[src/rtl/display_pkg.sv]
// Shared constants for the 7-segment scan driver: segment byte type, the "all dark"
// pattern and the active-low hex glyph table indexed by nibble (bit order {g,f,e,d,c,b,a}).
package display_pkg;

    typedef logic [7:0] seg_t;

    localparam seg_t SEG_OFF = 8'hFF;

    localparam logic [6:0] HEX_SEG_TABLE [16] = '{
        7'h40, 7'h79, 7'h24, 7'h30,
        7'h19, 7'h12, 7'h02, 7'h78,
        7'h00, 7'h10, 7'h08, 7'h03,
        7'h46, 7'h21, 7'h06, 7'h0E
    };

endpackage

[src/rtl/display_7_seg_scan_if.sv]
// Display-side bundle: status inputs from the core and the registered pin outputs.
interface display_7_seg_scan_if
    import display_pkg::*;
#(
    parameter int N_DIGITS = 4
);
    logic [4*N_DIGITS-1:0] value;
    logic [N_DIGITS-1:0]   dp;
    logic [N_DIGITS-1:0]   blank;
    logic [3:0]            bright;
    seg_t                  seg;
    logic [N_DIGITS-1:0]   digit;
    logic                  frame;

    modport master (
        output value, dp, blank, bright,
        input  seg, digit, frame
    );

    modport slave (
        input  value, dp, blank, bright,
        output seg, digit, frame
    );
endinterface

[src/rtl/display_7_seg_scan_hex_to_seg_lut.sv]
// Combinational nibble to active-low 7-segment glyph lookup.
module hex_to_seg_lut
    import display_pkg::*;
(
    input  logic [3:0] nibble,
    output logic [6:0] seg_n
);
    assign seg_n = HEX_SEG_TABLE[nibble];
endmodule

[src/rtl/display_7_seg_scan.sv]
// Time-multiplexed common-anode 7-segment driver with PWM brightness and frame snapshots.
// Optional leading-zero blanking is enabled by defining DISPLAY_7_SEG_LZB_EN.
module display_7_seg_scan
    import display_pkg::*;
#(
    parameter int N_DIGITS   = 4,
    parameter int PRESCALE_W = 12
)(
    input logic                 CLK,
    input logic                 RST,
    display_7_seg_scan_if.slave bus
);
    localparam int CUR_W = (N_DIGITS > 1) ? $clog2(N_DIGITS) : 1;
    localparam logic [CUR_W-1:0] LAST = CUR_W'(N_DIGITS - 1);

    logic [PRESCALE_W-1:0] cnt;
    logic [CUR_W-1:0]      cur;
    logic [3:0]            snib [N_DIGITS];
    logic [N_DIGITS-1:0]   sdp;
    logic [N_DIGITS-1:0]   sblank;
    logic [N_DIGITS-1:0]   slzb;
    logic [N_DIGITS-1:0]   lzb_next;
    logic                  tick;
    logic                  frame_tick;
    logic [3:0]            level;
    logic                  on;
    logic [6:0]            glyph_n;
    seg_t                  seg_q;
    logic [N_DIGITS-1:0]   digit_q;
    logic                  frame_q;

    assign tick       = &cnt;
    assign frame_tick = tick && (cur == LAST);
    assign level      = cnt[PRESCALE_W-1 -: 4];

    always_ff @(posedge CLK or posedge RST) begin
        if (RST) begin
            cnt <= '0;
            cur <= '0;
        end else begin
            cnt <= cnt + PRESCALE_W'(1);
            if (tick)
                cur <= (cur == LAST) ? '0 : cur + CUR_W'(1);
        end
    end

`ifdef DISPLAY_7_SEG_LZB_EN
    logic seen_nonzero;

    // Digit 0 is never hidden; higher digits hide until a non-zero nibble is seen from the top.
    always_comb begin
        lzb_next     = '0;
        seen_nonzero = 1'b0;
        for (int i = N_DIGITS - 1; i >= 1; i--) begin
            seen_nonzero = seen_nonzero | (bus.value[4*i +: 4] != 4'h0);
            lzb_next[i]  = !seen_nonzero;
        end
    end
`else
    assign lzb_next = '0;
`endif

    always_ff @(posedge CLK or posedge RST) begin
        if (RST) begin
            for (int i = 0; i < N_DIGITS; i++)
                snib[i] <= 4'h0;
            sdp    <= '0;
            sblank <= '0;
            slzb   <= '0;
        end else if (frame_tick) begin
            for (int i = 0; i < N_DIGITS; i++)
                snib[i] <= bus.value[4*i +: 4];
            sdp    <= bus.dp;
            sblank <= bus.blank;
            slzb   <= lzb_next;
        end
    end

    hex_to_seg_lut u_lut (
        .nibble (snib[cur]),
        .seg_n  (glyph_n)
    );

    assign on = (level <= bus.bright) && !sblank[cur] && !slzb[cur];

    // The last cycle of each slot (tick) keeps the anodes off so the next digit never ghosts.
    always_ff @(posedge CLK or posedge RST) begin
        if (RST) begin
            seg_q   <= SEG_OFF;
            digit_q <= '1;
            frame_q <= 1'b0;
        end else begin
            seg_q   <= on ? {~sdp[cur], glyph_n} : SEG_OFF;
            digit_q <= (on && !tick) ? ~(N_DIGITS'(1) << cur) : '1;
            frame_q <= frame_tick;
        end
    end

    assign bus.seg   = seg_q;
    assign bus.digit = digit_q;
    assign bus.frame = frame_q;
endmodule

[src/flat_wrapper.sv]
// flat-port wrapper written by rule: the top's interface ports become plain ports
module display_7_seg_scan_flat import display_pkg::*;
#(
    parameter int N_DIGITS   = 4,
    parameter int PRESCALE_W = 12
)
  (CLK, RST, bus_value, bus_dp, bus_blank, bus_bright, bus_seg, bus_digit, bus_frame);
  display_7_seg_scan_if #(.N_DIGITS(N_DIGITS)) bus_i ();
  input logic CLK;
  input logic RST;
  input wire logic [$bits(bus_i.value)-1:0] bus_value;
  input wire logic [$bits(bus_i.dp)-1:0] bus_dp;
  input wire logic [$bits(bus_i.blank)-1:0] bus_blank;
  input wire logic [$bits(bus_i.bright)-1:0] bus_bright;
  output wire logic [$bits(bus_i.seg)-1:0] bus_seg;
  output wire logic [$bits(bus_i.digit)-1:0] bus_digit;
  output wire logic [$bits(bus_i.frame)-1:0] bus_frame;
  assign bus_i.value = bus_value;
  assign bus_i.dp = bus_dp;
  assign bus_i.blank = bus_blank;
  assign bus_i.bright = bus_bright;
  assign bus_seg = bus_i.seg;
  assign bus_digit = bus_i.digit;
  assign bus_frame = bus_i.frame;
  display_7_seg_scan #(.N_DIGITS(N_DIGITS), .PRESCALE_W(PRESCALE_W)) u_core (.CLK(CLK), .RST(RST), .bus(bus_i));
endmodule
[config.mk]
export PLATFORM = sky130hd
export DESIGN_NAME = display_7_seg_scan_flat
export DESIGN_NICKNAME = d
export VERILOG_FILES = /design/src/rtl/display_pkg.sv /design/src/rtl/display_7_seg_scan_if.sv /design/src/rtl/display_7_seg_scan_hex_to_seg_lut.sv /design/src/rtl/display_7_seg_scan.sv /design/src/flat_wrapper.sv
export SDC_FILE = /design/constraint.sdc
export NUM_CORES = 1
export LEC_CHECK = 0
export CORE_ASPECT_RATIO = 0.9
export CORE_MARGIN = 2
export CORE_UTILIZATION = 53
export CTS_CLUSTER_DIAMETER = 80
export DETAILED_ROUTE_END_ITERATION = 10
export GPL_ROUTABILITY_DRIVEN = 1
export GPL_TIMING_DRIVEN = 0
export PLACE_DENSITY_LB_ADDON = 0.1
export SETUP_SLACK_MARGIN = 0.02
export SYNTH_ARGS = -nofsm -noshare
export SYNTH_HDL_FRONTEND = slang
export SYNTH_HIERARCHICAL = 1
export SYNTH_SLANG_ARGS = --single-unit
export TNS_END_PERCENT = 10
[constraint.sdc]
create_clock -name CLK -period 2.4 [get_ports CLK]
set_input_delay 0.72 -clock CLK [delete_from_list [all_inputs] [get_ports CLK]]
set_output_delay 0.72 -clock CLK [all_outputs]
set_load 0.05 [all_outputs]
==> flow_summary.json, run 1 <==
{
  "status": "complete, no violations",
  "die_y_microns": 69.3,
  "synth_cell_types": 39,
  "dp_hpwl_microns": 3620,
  "start_kind": "flop",
  "power_frac_seq": 0.521,
  "p_per_area_nw_per_um2": 524,
  "cp_cell_sequence": "clkdlybuf4s50_1",
  "syn-num-nets": 241,
  "fmax_mhz": 426,
  "grt_pass1_vias": 1688,
  "end_kind": "primary output",
  "setup_viol": 0,
  "cts_root_buf": "clkbuf_8",
  "ys_ff_latch": 51,
  "gp_congestion": 0.926,
  "synth.area.top_cells": "dfrtp_1 39%, dfstp_2 13%, mux2_2 11%",
  "crit_type": "reg -> out",
  "tightest_slew_ns": 0.584,
  "synthFlopType": "dfrtp_1",
  "clockBufferDepth": 2,
  "avgViaCountPerCell": 5.43,
  "comb_power_share": 0.057,
  "swShare": 0.197,
  "clock-skew-final_ns": 0.00918,
  "path_depth": 1,
  "leakage_uw": 0.00145,
  "crit_arrival_ns": 1.62,
  "dr.pass1.iters": 5,
  "hold_ws_ns": 0.457,
  "critical_path.endpoint": "bus_seg[2]",
  "final_cell_mix": "42 x clkdlybuf4s50_1, 39 x dfrtp_1, 25 x mux2_2, 16 x ha_1, 12 x dfstp_2",
  "netlist.area_leader.share": 0.388,
  "fin_crit_ns": 2.34,
  "switching_power_uw": 327,
  "r2r_end": "u_core/bus.seg[3]",
  "synth_edf_count": 0,
  "cts.reportedPaths.clkPinSlew_ns": 0.09,
  "ant_nets": 0,
  "dieWidth_microns": 76.6,
  "ir_drop_v": 0.000396,
  "drive_gt1_frac": 0.272,
  "io_buffers": 42,
  "synth-async-reset-ratio": 1.00,
  "finalNonFillerCells": 308,
  "grt_overflow": 0,
  "synth.avg_cell_area_sq_um": 12.9,
  "nets": 291,
  "design.portCount": 43,
  "slew_headroom": 0.607,
  "areaGrowthSynthToFinish_pct": 26.1,
  "netlist_area_sq_um": 2510,
  "crit_family": "buffers and inverters",
  "yosys_warnings": 6,
  "critPathBufInv": 1,
  "synthCells": 195,
  "dieArea_sq_um": 5310,
  "rsz0062_at_grt": "true",
  "cts_buffers": 5,
  "r2r_setup_slack_ns": 0.11,
  "maxCapViolCount": 0,
  "antenna_found_initial": 0,
  "vias": 1671,
  "cts_tree": "done",
  "final_common_cell": "clkdlybuf4s50_1",
  "slowest_delay_ns": 0.79,
  "startpoint": "u_core/bus.seg[2]",
  "dr.first_iter.drc_count": 101,
  "n_antenna_cell": 0,
  "placedCellCount": 300,
  "rr_worst_depth": 7,
  "grt_max_degree": 40,
  "p_clk_frac": 0.422,
  "rows": 23,
  "synth_top_cell_by_area": "dfrtp_1",
  "hold_class": "reg -> reg",
  "r2r-start": "u_core/cur[0]",
  "grt_pass1_wl_microns": 8220,
  "path_max_fanout": 1,
  "initial_core_util": 0.556,
  "p_int_uw": 1330,
  "wl_per_cell_microns": 16.0,
  "holdBufCountCts": 0,
  "critPathSlowestCell": "clkdlybuf4s50_1",
  "cts_htree_levels": 2,
  "slew_viol_final": 0,
  "fin_crit_sh": 0.977,
  "wl_microns": 4940,
  "ys_seq_area_frac": 0.514,
  "hold_viol": 0,
  "grt_usage": 0.200,
  "required_ns": 1.68,
  "clock_latency_ns": 0.31,
  "drc": 0,
  "core_sq_um": 4520,
  "cts.sinks": 51
}
[registers in the layout (all words and copies together) (netlist names)]
name / count
u_core/bus.frame: 1
u_core/snib: 16
u_core/bus.digit: 4
u_core/sdp: 4
u_core/cur: 2
u_core/sblank: 4
u_core/bus.seg: 8
u_core/cnt: 12
[through the flow]
step                worst slack, ns  total power, uW   util  instance area [sq um]  TNS (ns)
floorplan                     0.257              914      -                   2510         0
global placement             -0.290              969  0.667                   3010    -11.96
detailed placement           -0.178              978  0.671                   3030     -1.59
CTS                          0.0403             1680  0.701                   3170         0
global route                 0.0127             1720  0.702                   3170         0
finish                       0.0551             1660  0.702                   3170         0
[what timing repair did]
| item | CTS | global route |
|---|---|---|
| setup endpoints to repair | 2 | 5 |
| resized for setup | 1 | 3 |
| hold endpoints to repair | 0 | 0 |
| buffers inserted | 0 | 0 |
| pin swaps | 0 | 0 |
[worst min-delay path by stage]
stage	startpoint	end	slack [ns]	depth (start not counted)
floorplan	u_core/cnt[0]	u_core/cnt[0]	0.42	1
global placement	u_core/cnt[0]	u_core/cnt[0]	0.43	1
detailed placement	u_core/cnt[0]	u_core/cnt[0]	0.45	1
CTS	u_core/cnt[0]	u_core/cnt[0]	0.46	1
global route	u_core/cnt[0]	u_core/cnt[0]	0.48	1
finish	u_core/cnt[0]	u_core/cnt[0]	0.46	1
[Yosys cell counts (2+ instances only)]
library cell  instances
a21oi_1               2
dfrtp_1              39
o21ai_0               2
xnor2_1               4
or3_1                 2
nand4_1               5
mux2_4                2
buf_6                 2
inv_1                11
nor2_1                5
o21ai_1               4
buf_2                 2
nand3_1               8
dfstp_2              12
ha_1                 16
nand2_1              10
mux2i_1               2
nand3b_1              7
o21ai_2               2
o21a_1                2
mux4_2                5
clkbuf_1              4
xor2_1                6
nor3_1                2
mux2_2               25
[metal layers]
metal,vias to the layer above,part of all wire,routed length [microns],GRT usage
li1,775,-,-,-
met1,806,0.44,2170,0.272
met2,73,0.47,2340,0.309
met3,17,0.059,293,0.0547
met4,0,0.028,136,0.0788
met5,-,0,0,0
[final cells by class]
type                            count  area (sq um)
Buffer                              9          57.6
Clock buffer                        5          68.8
Clock inverter                      3          67.6
Fill cell                         328          1350
Inverter                           12          45.0
Multi-Input combinational cell    123          1120
Sequential cell                    51          1290
Tap cell                           62          77.6
Timing Repair Buffer               43           440
[logic make-up after synthesis]
group | count (synthesis) | share of synthesized area
AO/OA/AOI/OAI | 16 | 0.0408
XOR/XNOR | 10 | 0.0348
adder cells (fa/ha/maj) | 16 | 0.0796
buffers and inverters | 21 | 0.0398
flip-flops | 51 | 0.514
multiplexers | 35 | 0.181
AND/OR/NAND/NOR | 46 | 0.110
[power by group through the flow]
stage	Clock [uW]	Combinational (uW)	Sequential [uW]
3_5_place_dp	0	96.2	882
2_1_floorplan	0	20.4	893
3_3_place_gp	0	87.5	881
5_1_grt	754	104	866
4_1_cts	719	96.8	865
6_report	701	94.5	865
Note: power is estimated with default switching activity, not from simulation.
==> run 2: changes to the inputs <==
--- a/config.mk
+++ b/config.mk
@@ -7,7 +7,7 @@
 export LEC_CHECK = 0
 export CORE_ASPECT_RATIO = 0.9
 export CORE_MARGIN = 2
-export CORE_UTILIZATION = 53
+export CORE_UTILIZATION = 45
 export CTS_CLUSTER_DIAMETER = 80
 export DETAILED_ROUTE_END_ITERATION = 10
 export GPL_ROUTABILITY_DRIVEN = 1
==> run 2 against run 1 <==
Global-route usage decreased by 4.2 points; total power shrank 5.5%; sequential power about the same; worst setup slack improved by 0.015 ns; clock power down 13%; die area up 17%; utilization shrank 11 points; fmax is 0.64% higher; critical path depth stayed put; clock skew is 0.0010 ns lower; first-iteration DRC count shrank 40%; critical endpoint is now bus_digit[3]; largest cell class unchanged; largest power group unchanged.
==> flow_summary.json, run 2 (synthesis gave the netlist of run 1 again) <==
{
  "crit_arrival_ns": 1.61,
  "hold_viol": 0,
  "path_max_fanout": 1,
  "grt_max_degree": 39,
  "ir_drop_v": 0.000299,
  "end_kind": "primary output",
  "cts.sinks": 51,
  "die_y_microns": 74.9,
  "fin_area_sq_um": 3160,
  "slew_viol_final": 0,
  "hold_class": "reg -> reg",
  "r2r_setup_slack_ns": 0.24,
  "cp_cell_sequence": "clkdlybuf4s50_1",
  "final_common_cell": "clkdlybuf4s50_1",
  "maxCapViolCount": 0,
  "dieArea_sq_um": 6200,
  "fin_crit_ns": 2.33,
  "avgViaCountPerCell": 5.00,
  "cts.reportedPaths.clkPinSlew_ns": 0.09,
  "clockBufferDepth": 2,
  "status": "complete, no violations",
  "dieWidth_microns": 82.8,
  "drc": 0,
  "final_cell_mix": "42 x clkdlybuf4s50_1, 39 x dfrtp_1, 25 x mux2_2, 16 x ha_1, 12 x dfstp_2",
  "critPathSlowestCell": "clkdlybuf4s50_1",
  "fmax_mhz": 429,
  "start_kind": "flop",
  "fin_crit_sh": 0.971,
  "io_buffers": 42,
  "slowest_delay_ns": 0.79,
  "vias": 1566,
  "cts_root_buf": "clkbuf_8",
  "leakage_uw": 0.00145,
  "cts_htree_levels": 2,
  "cts_buffers": 5,
  "dr.pass1.iters": 4,
  "final_core_util": 0.594,
  "cts_tree": "done",
  "grt_usage": 0.158,
  "fin_tns_setup_ns": 0,
  "dp_hpwl_microns": 3190,
  "drive_gt1_frac": 0.276,
  "wl_per_cell_microns": 13.5,
  "p_per_area_nw_per_um2": 497,
  "grt_overflow": 0,
  "tightest_slew_ns": 0.518,
  "grt_pass1_wl_microns": 7310,
  "finalNonFillerCells": 313,
  "grt_pass1_vias": 1517,
  "clock-skew-final_ns": 0.00814,
  "areaGrowthSynthToFinish_pct": 25.7,
  "top_register": "u_core/snib",
  "rsz0062_at_grt": "true",
  "nets": 291,
  "ant_nets": 0,
  "place_area_sq_um": 3040,
  "crit_type": "reg -> out",
  "gp_congestion": 0.817,
  "critPathBufInv": 1,
  "placedCellCount": 305,
  "required_ns": 1.68,
  "setup_viol": 0,
  "fill_cells": 475,
  "design.portCount": 43,
  "largest_reg_flops": 16,
  "crit_family": "buffers and inverters",
  "dr.first_iter.drc_count": 61,
  "initial_core_util": 0.473,
  "antenna_found_initial": 0,
  "rows": 25,
  "wl_microns": 4220,
  "clock_latency_ns": 0.30,
  "core_sq_um": 5320,
  "hold_ws_ns": 0.461,
  "n_antenna_cell": 0,
  "slew_headroom": 0.652
}
-- run 2: through the flow --
stage	power (uW)	setup WS [ns]
global route	1640	0.0152
global placement	972	-0.493
CTS	1590	0.0539
finish	1570	0.0701
detailed placement	977	-0.176
floorplan	914	0.257
-- run 2: final timing paths --
kind	startpoint	endpoint	cells past startpoint
worst min-delay path	u_core/cnt[0]	u_core/cnt[0]	1
worst max register to register	u_core/cur[0]	u_core/bus.seg[3]	7
min in group asynchronous	RST	u_core/snib[6]	2
max in group asynchronous	RST	u_core/bus.seg[5]	3
worst max-delay path	u_core/bus.digit[3]	bus_digit[3]	1
worst min register to register	u_core/cnt[0]	u_core/cnt[0]	1
-- run 2: what timing repair did --
| action | CTS | global route |
|---|---|---|
| hold buffers | 0 | 0 |
| gates resized for setup | 1 | 4 |
| setup buffers | 0 | 0 |
| setup endpoints to repair | 1 | 10 |
-- run 2: power breakdown --
group / leakage [uW] / switching, uW / internal, uW
Sequential: 0.000656 / 0.605 / 865
Combinational: 0.000729 / 39.8 / 53.6
Clock: 0.0000612 / 273 / 337
Total: 0.00145 / 313 / 1260
-- run 2: metal layers --
metal  part of all wire  wire, microns  track usage
met1               0.50           2100        0.229
met2               0.44           1870        0.235
met3              0.046            195       0.0432
met4              0.013             53       0.0492
met5                  0              0            0
-- run 2: final cells by class --
class / count / area, sq um / share of cell area
Sequential cell: 51 / 1290 / 0.409
Multi-Input combinational cell: 123 / 1120 / 0.355
Timing Repair Buffer: 43 / 440 / 0.139
Tap cell: 67 / 83.8 / 0.0265
Clock buffer: 6 / 82.6 / 0.0261
Buffer: 9 / 58.8 / 0.0186
Inverter: 12 / 45.0 / 0.0143
Clock inverter: 2 / 35.0 / 0.0111
